--- src/rtl/mac_pkg.sv ---
// mac_pkg: types and defaults shared by the MAC pipeline front end.
//   fp64_t          : raw IEEE-754 binary64 operand container
//   feeder_state_e  : job sequencing states of mac_operand_feeder
//   K_MAX_DEFAULT   : longest dot product a single job may request
//   TIMEOUT_DEFAULT : store-wait watchdog limit in cycles
package mac_pkg;

  typedef logic [63:0] fp64_t;

  typedef enum logic [1:0] {
    IDLE       = 2'd0,
    ISSUE      = 2'd1,
    WAIT_STORE = 2'd2
  } feeder_state_e;

  localparam int K_MAX_DEFAULT   = 16;
  localparam int TIMEOUT_DEFAULT = 64;

endpackage

--- src/rtl/mac_operand_feeder.sv ---
// mac_operand_feeder: sequences one dot-product job into the MAC.
//   A job is K operand pairs plus a seed C. The feeder accepts a descriptor,
//   pairs the A and B streams, issues one registered beat per pair, then waits
//   for the MAC's store_valid before reporting done.
// Ports
//   clk, rst                 : clock, synchronous active-high reset
//   job_valid_i/job_ready_o  : job descriptor handshake (job_k_i, job_c_i)
//   a_*/b_*                  : operand streams, accepted together or not at all
//   mac_valid_o, mac_ta_o, mac_tb_o, mac_c_o : MAC operand interface
//   mac_load_valid_i, mac_store_valid_i, mac_error_i : MAC status
//   busy_o, done_o, err_o, issued_o : tile controller status
module mac_operand_feeder
  import mac_pkg::*;
#(
  parameter int DATA_W  = 64,
  parameter int K_MAX   = K_MAX_DEFAULT,
  parameter int CNT_W   = $clog2(K_MAX + 1),
  parameter int TIMEOUT = TIMEOUT_DEFAULT
) (
  input  logic              clk,
  input  logic              rst,
  input  logic              job_valid_i,
  output logic              job_ready_o,
  input  logic [CNT_W-1:0]  job_k_i,
  input  logic [DATA_W-1:0] job_c_i,
  input  logic              a_valid_i,
  input  logic [DATA_W-1:0] a_data_i,
  output logic              a_ready_o,
  input  logic              b_valid_i,
  input  logic [DATA_W-1:0] b_data_i,
  output logic              b_ready_o,
  output logic              mac_valid_o,
  output logic [DATA_W-1:0] mac_ta_o,
  output logic [DATA_W-1:0] mac_tb_o,
  output logic [DATA_W-1:0] mac_c_o,
  input  logic              mac_load_valid_i,
  input  logic              mac_store_valid_i,
  input  logic              mac_error_i,
  output logic              busy_o,
  output logic              done_o,
  output logic              err_o,
  output logic [CNT_W-1:0]  issued_o
);

  localparam int WD_W = $clog2(TIMEOUT + 1);
  localparam logic [CNT_W-1:0] K_MAX_C   = CNT_W'(K_MAX);
  localparam logic [WD_W-1:0]  WD_LAST_C = WD_W'(TIMEOUT - 1);

  feeder_state_e     state_reg, state_next;
  logic [CNT_W-1:0]  k_reg, k_next;
  logic [CNT_W-1:0]  issued_reg, issued_next;
  logic [WD_W-1:0]   wd_reg, wd_next;
  logic              mac_valid_reg, mac_valid_next;
  logic [DATA_W-1:0] ta_reg, ta_next;
  logic [DATA_W-1:0] tb_reg, tb_next;
  logic [DATA_W-1:0] c_reg, c_next;
  logic              done_reg, done_next;
  logic              err_reg, err_next;
  logic              pair_fire;
  logic              job_accept;

  // A pair only moves when both streams offer data, so neither stream can
  // be consumed without its partner.
  assign pair_fire  = (state_reg == ISSUE) && a_valid_i && b_valid_i;
  // Holding off acceptance during the done pulse keeps the controller from
  // seeing done and a fresh accept in the same cycle.
  assign job_ready_o = (state_reg == IDLE) && !done_reg;
  assign job_accept  = job_ready_o && job_valid_i;

  assign a_ready_o   = pair_fire;
  assign b_ready_o   = pair_fire;
  assign mac_valid_o = mac_valid_reg;
  assign mac_ta_o    = ta_reg;
  assign mac_tb_o    = tb_reg;
  assign mac_c_o     = c_reg;
  assign busy_o      = (state_reg != IDLE);
  assign done_o      = done_reg;
  assign err_o       = err_reg;
  assign issued_o    = issued_reg;

  always_ff @(posedge clk) begin
    if (rst) begin
      state_reg     <= IDLE;
      k_reg         <= '0;
      issued_reg    <= '0;
      wd_reg        <= '0;
      mac_valid_reg <= 1'b0;
      ta_reg        <= '0;
      tb_reg        <= '0;
      c_reg         <= '0;
      done_reg      <= 1'b0;
      err_reg       <= 1'b0;
    end else begin
      state_reg     <= state_next;
      k_reg         <= k_next;
      issued_reg    <= issued_next;
      wd_reg        <= wd_next;
      mac_valid_reg <= mac_valid_next;
      ta_reg        <= ta_next;
      tb_reg        <= tb_next;
      c_reg         <= c_next;
      done_reg      <= done_next;
      err_reg       <= err_next;
    end
  end

  always_comb begin
    state_next     = state_reg;
    k_next         = k_reg;
    issued_next    = issued_reg;
    wd_next        = wd_reg;
    mac_valid_next = 1'b0;
    ta_next        = ta_reg;
    tb_next        = tb_reg;
    c_next         = c_reg;
    done_next      = 1'b0;
    err_next       = err_reg;

    // Protocol violations from the MAC side are recorded but never stall
    // the job; the controller decides what to do with a flagged result.
    if (mac_error_i) err_next = 1'b1;
    if (mac_load_valid_i && (state_reg == IDLE)) err_next = 1'b1;
    if (mac_store_valid_i && (state_reg != WAIT_STORE)) err_next = 1'b1;

    case (state_reg)
      IDLE: begin
        if (job_accept) begin
          if ((job_k_i == '0) || (job_k_i > K_MAX_C)) begin
            err_next  = 1'b1;
            done_next = 1'b1;
          end else begin
            state_next  = ISSUE;
            k_next      = job_k_i;
            issued_next = '0;
            c_next      = job_c_i;
          end
        end
      end
      ISSUE: begin
        if (pair_fire) begin
          mac_valid_next = 1'b1;
          ta_next        = a_data_i;
          tb_next        = b_data_i;
          issued_next    = issued_reg + CNT_W'(1);
          if (issued_next == k_reg) begin
            state_next = WAIT_STORE;
            wd_next    = '0;
          end
        end
      end
      WAIT_STORE: begin
        // store_valid is checked first so a result arriving on the last
        // watchdog cycle still counts as a success.
        if (mac_store_valid_i) begin
          done_next  = 1'b1;
          state_next = IDLE;
        end else if (wd_reg == WD_LAST_C) begin
          err_next   = 1'b1;
          done_next  = 1'b1;
          state_next = IDLE;
        end else begin
          wd_next = wd_reg + WD_W'(1);
        end
      end
      default: state_next = IDLE;
    endcase
  end

endmodule

--- config.mk ---
export PLATFORM = sky130hd
export DESIGN_NAME = mac_operand_feeder
export DESIGN_NICKNAME = d
export VERILOG_FILES = /design/src/rtl/mac_pkg.sv /design/src/rtl/mac_operand_feeder.sv
export SDC_FILE = /design/constraint.sdc
export NUM_CORES = 1
export LEC_CHECK = 0
export CORE_AREA = 3 3 157 159
export DETAILED_ROUTE_END_ITERATION = 8
export DIE_AREA = 0 0 160 162
export PLACE_DENSITY = 0.81
export SYNTH_ARGS = -nofsm -noshare
export SYNTH_HDL_FRONTEND = slang
export SYNTH_SLANG_ARGS = --single-unit
--- constraint.sdc ---
create_clock -name clk -period 2.93 [get_ports clk]
set_input_delay 0.586 -clock clk [delete_from_list [all_inputs] [get_ports clk]]
set_output_delay 0.586 -clock clk [all_outputs]
set_load 0.005 [all_outputs]
# ---- Word level (Yosys, flattened, before mapping)
# Index checks and enable logic that the tools add are counted.
# W data, S select, Z words.
dict set report classes {
  n_lt_le_gt_ge 1
  add_sub_neg 2
  muxes 30
  n_div 0
  n_eq_ne 12
  n_bitwise 2
  mul 0
  n_reduce_logical 19
  shifts 0
}
# operator n
set op_table {}
lappend op_table {{$mux W7} 4}
lappend op_table {{$mux W5} 3}
lappend op_table {{$pmux W7 S2} 1}
lappend op_table {{$mux W1} 12}
lappend op_table {{$mux W2} 6}
lappend op_table {{$ne A2 B2 Y1 const B} 6}
lappend op_table {{$pmux W5 S2} 1}
lappend op_table {{$reduce_and A5 Y1} 2}
lappend op_table {{$add A7 B1 Y7 const B} 1}
lappend op_table {{$eq A7 B6 Y1 const B} 1}
lappend op_table {{$logic_and A1 B1 Y1} 6}
lappend op_table {{$pmux W2 S3} 1}
lappend op_table {{$reduce_bool A2 Y1} 3}
lappend op_table {{$add A5 B1 Y5 const B} 1}
lappend op_table {{$eq A5 B5 Y1} 1}
lappend op_table {{$gt A5 B5 Y1 const B} 1}
lappend op_table {{$logic_not A5 Y1} 1}
lappend op_table {{$pmux W1 S2} 2}
lappend op_table {{$reduce_and A4 Y1} 1}
lappend op_table {{$ne A3 B3 Y1 const B} 1}
lappend op_table {{$reduce_and A3 Y1} 1}
lappend op_table {{$eq A2 B1 Y1 const B} 1}
lappend op_table {{$eq A2 B2 Y1 const B} 1}
lappend op_table {{$logic_not A2 Y1} 1}
lappend op_table {{6 further kinds} 7}
dict set report totals {
  word_cells 76
  latchBits 0
  input_bits 205
  ff_bits 214
  output_inout_bits 204
  mem_count 0
  ramBits 0
  mem_bits_ro 0
}

# ---- Depth between registers and ports, before layout
dict set report logic_depth {
  depth_word 7
  depth_mapped 8
  mapped_depth_nobuf 6
}

# ---- Least setup slack after synthesis
# Ideal clock, no wire load.
dict set report synth_path {
  kind {input port to flip-flop}
  startpoint {in job_k_i[0]}
  endpoint {reg c_reg[53], in the netlist mac_c_o[53]}
  t_arrival_ns 2.017
  path_stages 7
  setup_time_ns 0.070
  t_required_ns 2.860
  path_buffers 2
  setup_slack_ns 0.842
  path_cell_list {nor4_2 > xnor2_2 > nor4b_2 > buf_2 > buf_4 > nand2_1 > a21oi_1}
}
dict set report synth_between {
  elab_chain_len 4
  elab_cells_between_ends 5
  classes_between {order compare (1); bitwise (1); reduce/logical (3)}
}
# item line_no
set synth_lines {}
lappend synth_lines {{from (decl)} mac_operand_feeder.sv:24} ;# input logic [CNT_W-1:0] job_k_i,
lappend synth_lines {{$gt A5 B5 Y1 / $logic_not A5 Y1 (equally long branches)} mac_operand_feeder.sv:128} ;# if ((job_k_i == '0) || (job_k_i > K_MAX_C)) begin
lappend synth_lines {{$logic_or A1 B1 Y1 (*)} mac_operand_feeder.sv:128}
lappend synth_lines {{$not A1 Y1 (no line) (*)} n/a}
lappend synth_lines {{$reduce_and A3 Y1 (no line) (*)} n/a}
lappend synth_lines {{to (signal assigned)} mac_operand_feeder.sv:101} ;# c_reg <= c_next;
lappend synth_lines {{to (decl)} mac_operand_feeder.sv:56} ;# logic [DATA_W-1:0] c_reg, c_next;
# Every way passes the cells marked *; elsewhere a longest branch is shown, timed or not.
# A chain may end at the register's enable or synchronous reset.

# ---- Worst setup path in the final report
dict set report layout_path {
  startpoint {reg state_reg[0]}
  endpoint {out a_ready_o}
}
dict set report layout_between {
  elab_chain_len 3
}
# item line_no
set layout_lines {}
lappend layout_lines {{from (decl)} mac_operand_feeder.sv:49} ;# feeder_state_e state_reg, state_next;
lappend layout_lines {{from (signal assigned)} mac_operand_feeder.sv:94} ;# state_reg <= state_next;
lappend layout_lines {{$eq A2 B1 Y1} mac_operand_feeder.sv:64} ;# assign pair_fire = (state_reg == ISSUE) && a_valid_i && b_valid_i;
lappend layout_lines {{$logic_and A1 B1 Y1 (2 in series)} mac_operand_feeder.sv:64}
lappend layout_lines {{to (decl)} mac_operand_feeder.sv:28} ;# output logic a_ready_o,
# No other way between the ends.

==> flow_summary.ini <==
[sta]
rsz0062_at_grt = false
layout_min_cycle_time_ps = 2810
skew_ps = 9.95
fin_setup_tns_ps = 0
maxSlewViolCount = 0
finalHoldViolCount = 0
timing_worst_slew_pin_value_ps = 815
period_share = 0.961
finalSetupViolations = 0
fmax_ghz = 0.355
slew_headroom = 0.457

[worst_setup_path]
cp-endpoint = a_ready_o
ff2ff_setup_slack_ps = 730
crit_required_ps = 2340
worstPathArrival_ps = 2230
cp-end-kind = output port
r2r-start = issued_o[0]
r2r-end = wd_reg[5]
criticalPathCategory = flop to output port
r2r_cells = 6
setup.worst_path.start_class = flop
setup.worst_path.start = state_reg[0]
crit_fanout = 10

[route]
vias = 7820
totalWireLength_um = 25900
dr.pass1.iters = 4
dr.first_iter.drc_count = 518
final_antenna_net_count = 0
routed_via_density = 4.65
drc = 0
wl_per_cell_um = 15.4

[grt]
grt_pass1_vias = 7620
grt_pass1_wl_um = 40300
grt_util_all_layers = 0.188
grt_max_degree = 134
overflow = 0
antenna_found_initial = 4

[logic_synthesis]
syn_area_um2 = 7700
synth_warnings = 0
synthesis.nets = 1179
synth.top_cell.area_share = 0.557
yosysTopAreaCell = dfxtp_1
synth_edf_count = 0
netlist_instances = 972
synthFlopType = dfxtp_1
synth-async-reset-ratio = 0
seq_area_frac_synth = 0.557
yosysUniqueCellTypes = 45
yosys-top-cells-area = dfxtp_1 56%, nand2_1 19%, a21oi_1 13%
ys_ff_latch = 214
synth.avg_cell_area_um2 = 7.92

[die]
die_x_um = 160
core-area_um2 = 23400
initial_core_util = 0.329
die_h_um = 162
dieArea_um2 = 25900
io_pins = 409
row_count = 56

[power]
p_int_w = 0.00512
peakVddDrop_uv = 439
clkPwrFrac = 0.427
p_seq_frac = 0.456
totalPowerFinal_w = 0.00670
leakage_nw = 4.35
switchingPower_w = 0.00158
powerDensity_nw_per_um2 = 524
switching_share = 0.235
comb_power_share = 0.117

[clock_network]
h-tree-depth = 1
clock_latency_ps = 510
path_clk_slew_ps = 60
tritoncts = yes
cts_resized = 0
cts_hold_buf = 0
clockRootBuffer = clkbuf_16
clkSinkCount = 214
cts.path.max_buffers = 3
post-cts-setup-buffer-count = 0
cts_buffers = 25

[cells_and_area]
fin_cells = 1682
fin_util = 0.547
fin_nets = 1551
final_cell_mix = 407 x clkdlybuf4s50_1, 399 x nand2_1, 214 x dfxtp_1, 204 x a21oi_1, 25 x clkbuf_16
design_area_um2 = 12800
num-fill-cells = 2094
layout-drive-gt1-share = 0.0389
area_growth_pct = 66.2
mostFrequentLayoutCell = clkdlybuf4s50_1

[placed_design]
io_buffers = 408
dpl_cell_area_um2 = 12000
dp_cells = 1636
gp_congestion = 0.802
place_hpwl_um = 18300

[outcome]
status = finished, final reports clean

[min_path]
min-delay-path-class = flop to flop

[flow_run]
max_cap_violations = 0
synthesized netlist by cell type (3+ instances only):
cell type,n
clkbuf_1,42
buf_2,19
nor2_1,12
nand3_1,6
a311oi_1,3
dfxtp_1,214
o32ai_1,4
nand2_1,399
nor2b_1,4
o21ai_0,5
xnor2_1,6
buf_1,7
nand2b_1,11
a21oi_1,204
cell type report:
cell class              instances  area, µm²  share of cell area
diodes                          2       5.00            0.000391
clock buffers                  32        682              0.0533
clock inverters                12       77.6             0.00606
inverters                       2       10.0            0.000783
multi-input cells             686       3130               0.245
flip-flops and latches        214       4280               0.335
well taps                     319        399              0.0312
repair buffers                415       4200               0.328
critical path, stage by stage (launching register included):
cell and delay (ps):
dfxtp_1 550, nor2b_1 300, nand3_4 210, inv_4 140, clkdlybuf4s50_1 510
power groups by stage:
stage | Combinational, W | Sequential (W) | Clock [W]
3_5_place_dp | 0.000787 | 0.00312 | 0
4_1_cts | 0.000793 | 0.00306 | 0.00295
3_3_place_gp | 0.000778 | 0.00311 | 0
2_1_floorplan | 0.000246 | 0.00312 | 0
5_1_grt | 0.000851 | 0.00307 | 0.00306
6_report | 0.000784 | 0.00306 | 0.00286
cells by family (layout without fill, tap and decap cells):
logic type                 count (synthesis)  count (layout)  synth area share
adders and majority gates                  2               2           0.00325
buffers and inverters                     72             461            0.0392
DFF                                      214             214             0.557
and+or+nand+nor                          445             445             0.230
xor gates and xnor gates                  10              10            0.0143
AOI/OAI and AO/OA                        229             229             0.157
other                                      0               2                 0
worst min path at each step:
stage,depth (start not counted),to,slack (ps),startpoint
2_1_floorplan,2,wd_reg[6],420,wd_reg[6]
3_3_place_gp,2,wd_reg[6],430,wd_reg[6]
3_5_place_dp,2,wd_reg[6],440,wd_reg[6]
4_1_cts,2,wd_reg[6],450,wd_reg[6]
5_1_grt,2,mac_c_o[56],470,mac_c_o[56]
6_report,2,wd_reg[6],450,wd_reg[6]
metal layers:
layer | GRT usage | part of all wire
met5 | 0 | 0.0010
met4 | 0.0702 | 0.033
met3 | 0.0625 | 0.089
met2 | 0.324 | 0.48
met1 | 0.217 | 0.40
stage by stage:
stage                     hold slack [ps]  setup WS (ps)
after global placement                430            347
after detailed placement              439            339
after global routing                  468           6.84
after CTS                             453           73.7
after floorplan                       422            842
final                                 449            115
No activity file was read; power rests on OpenSTA's default activity.
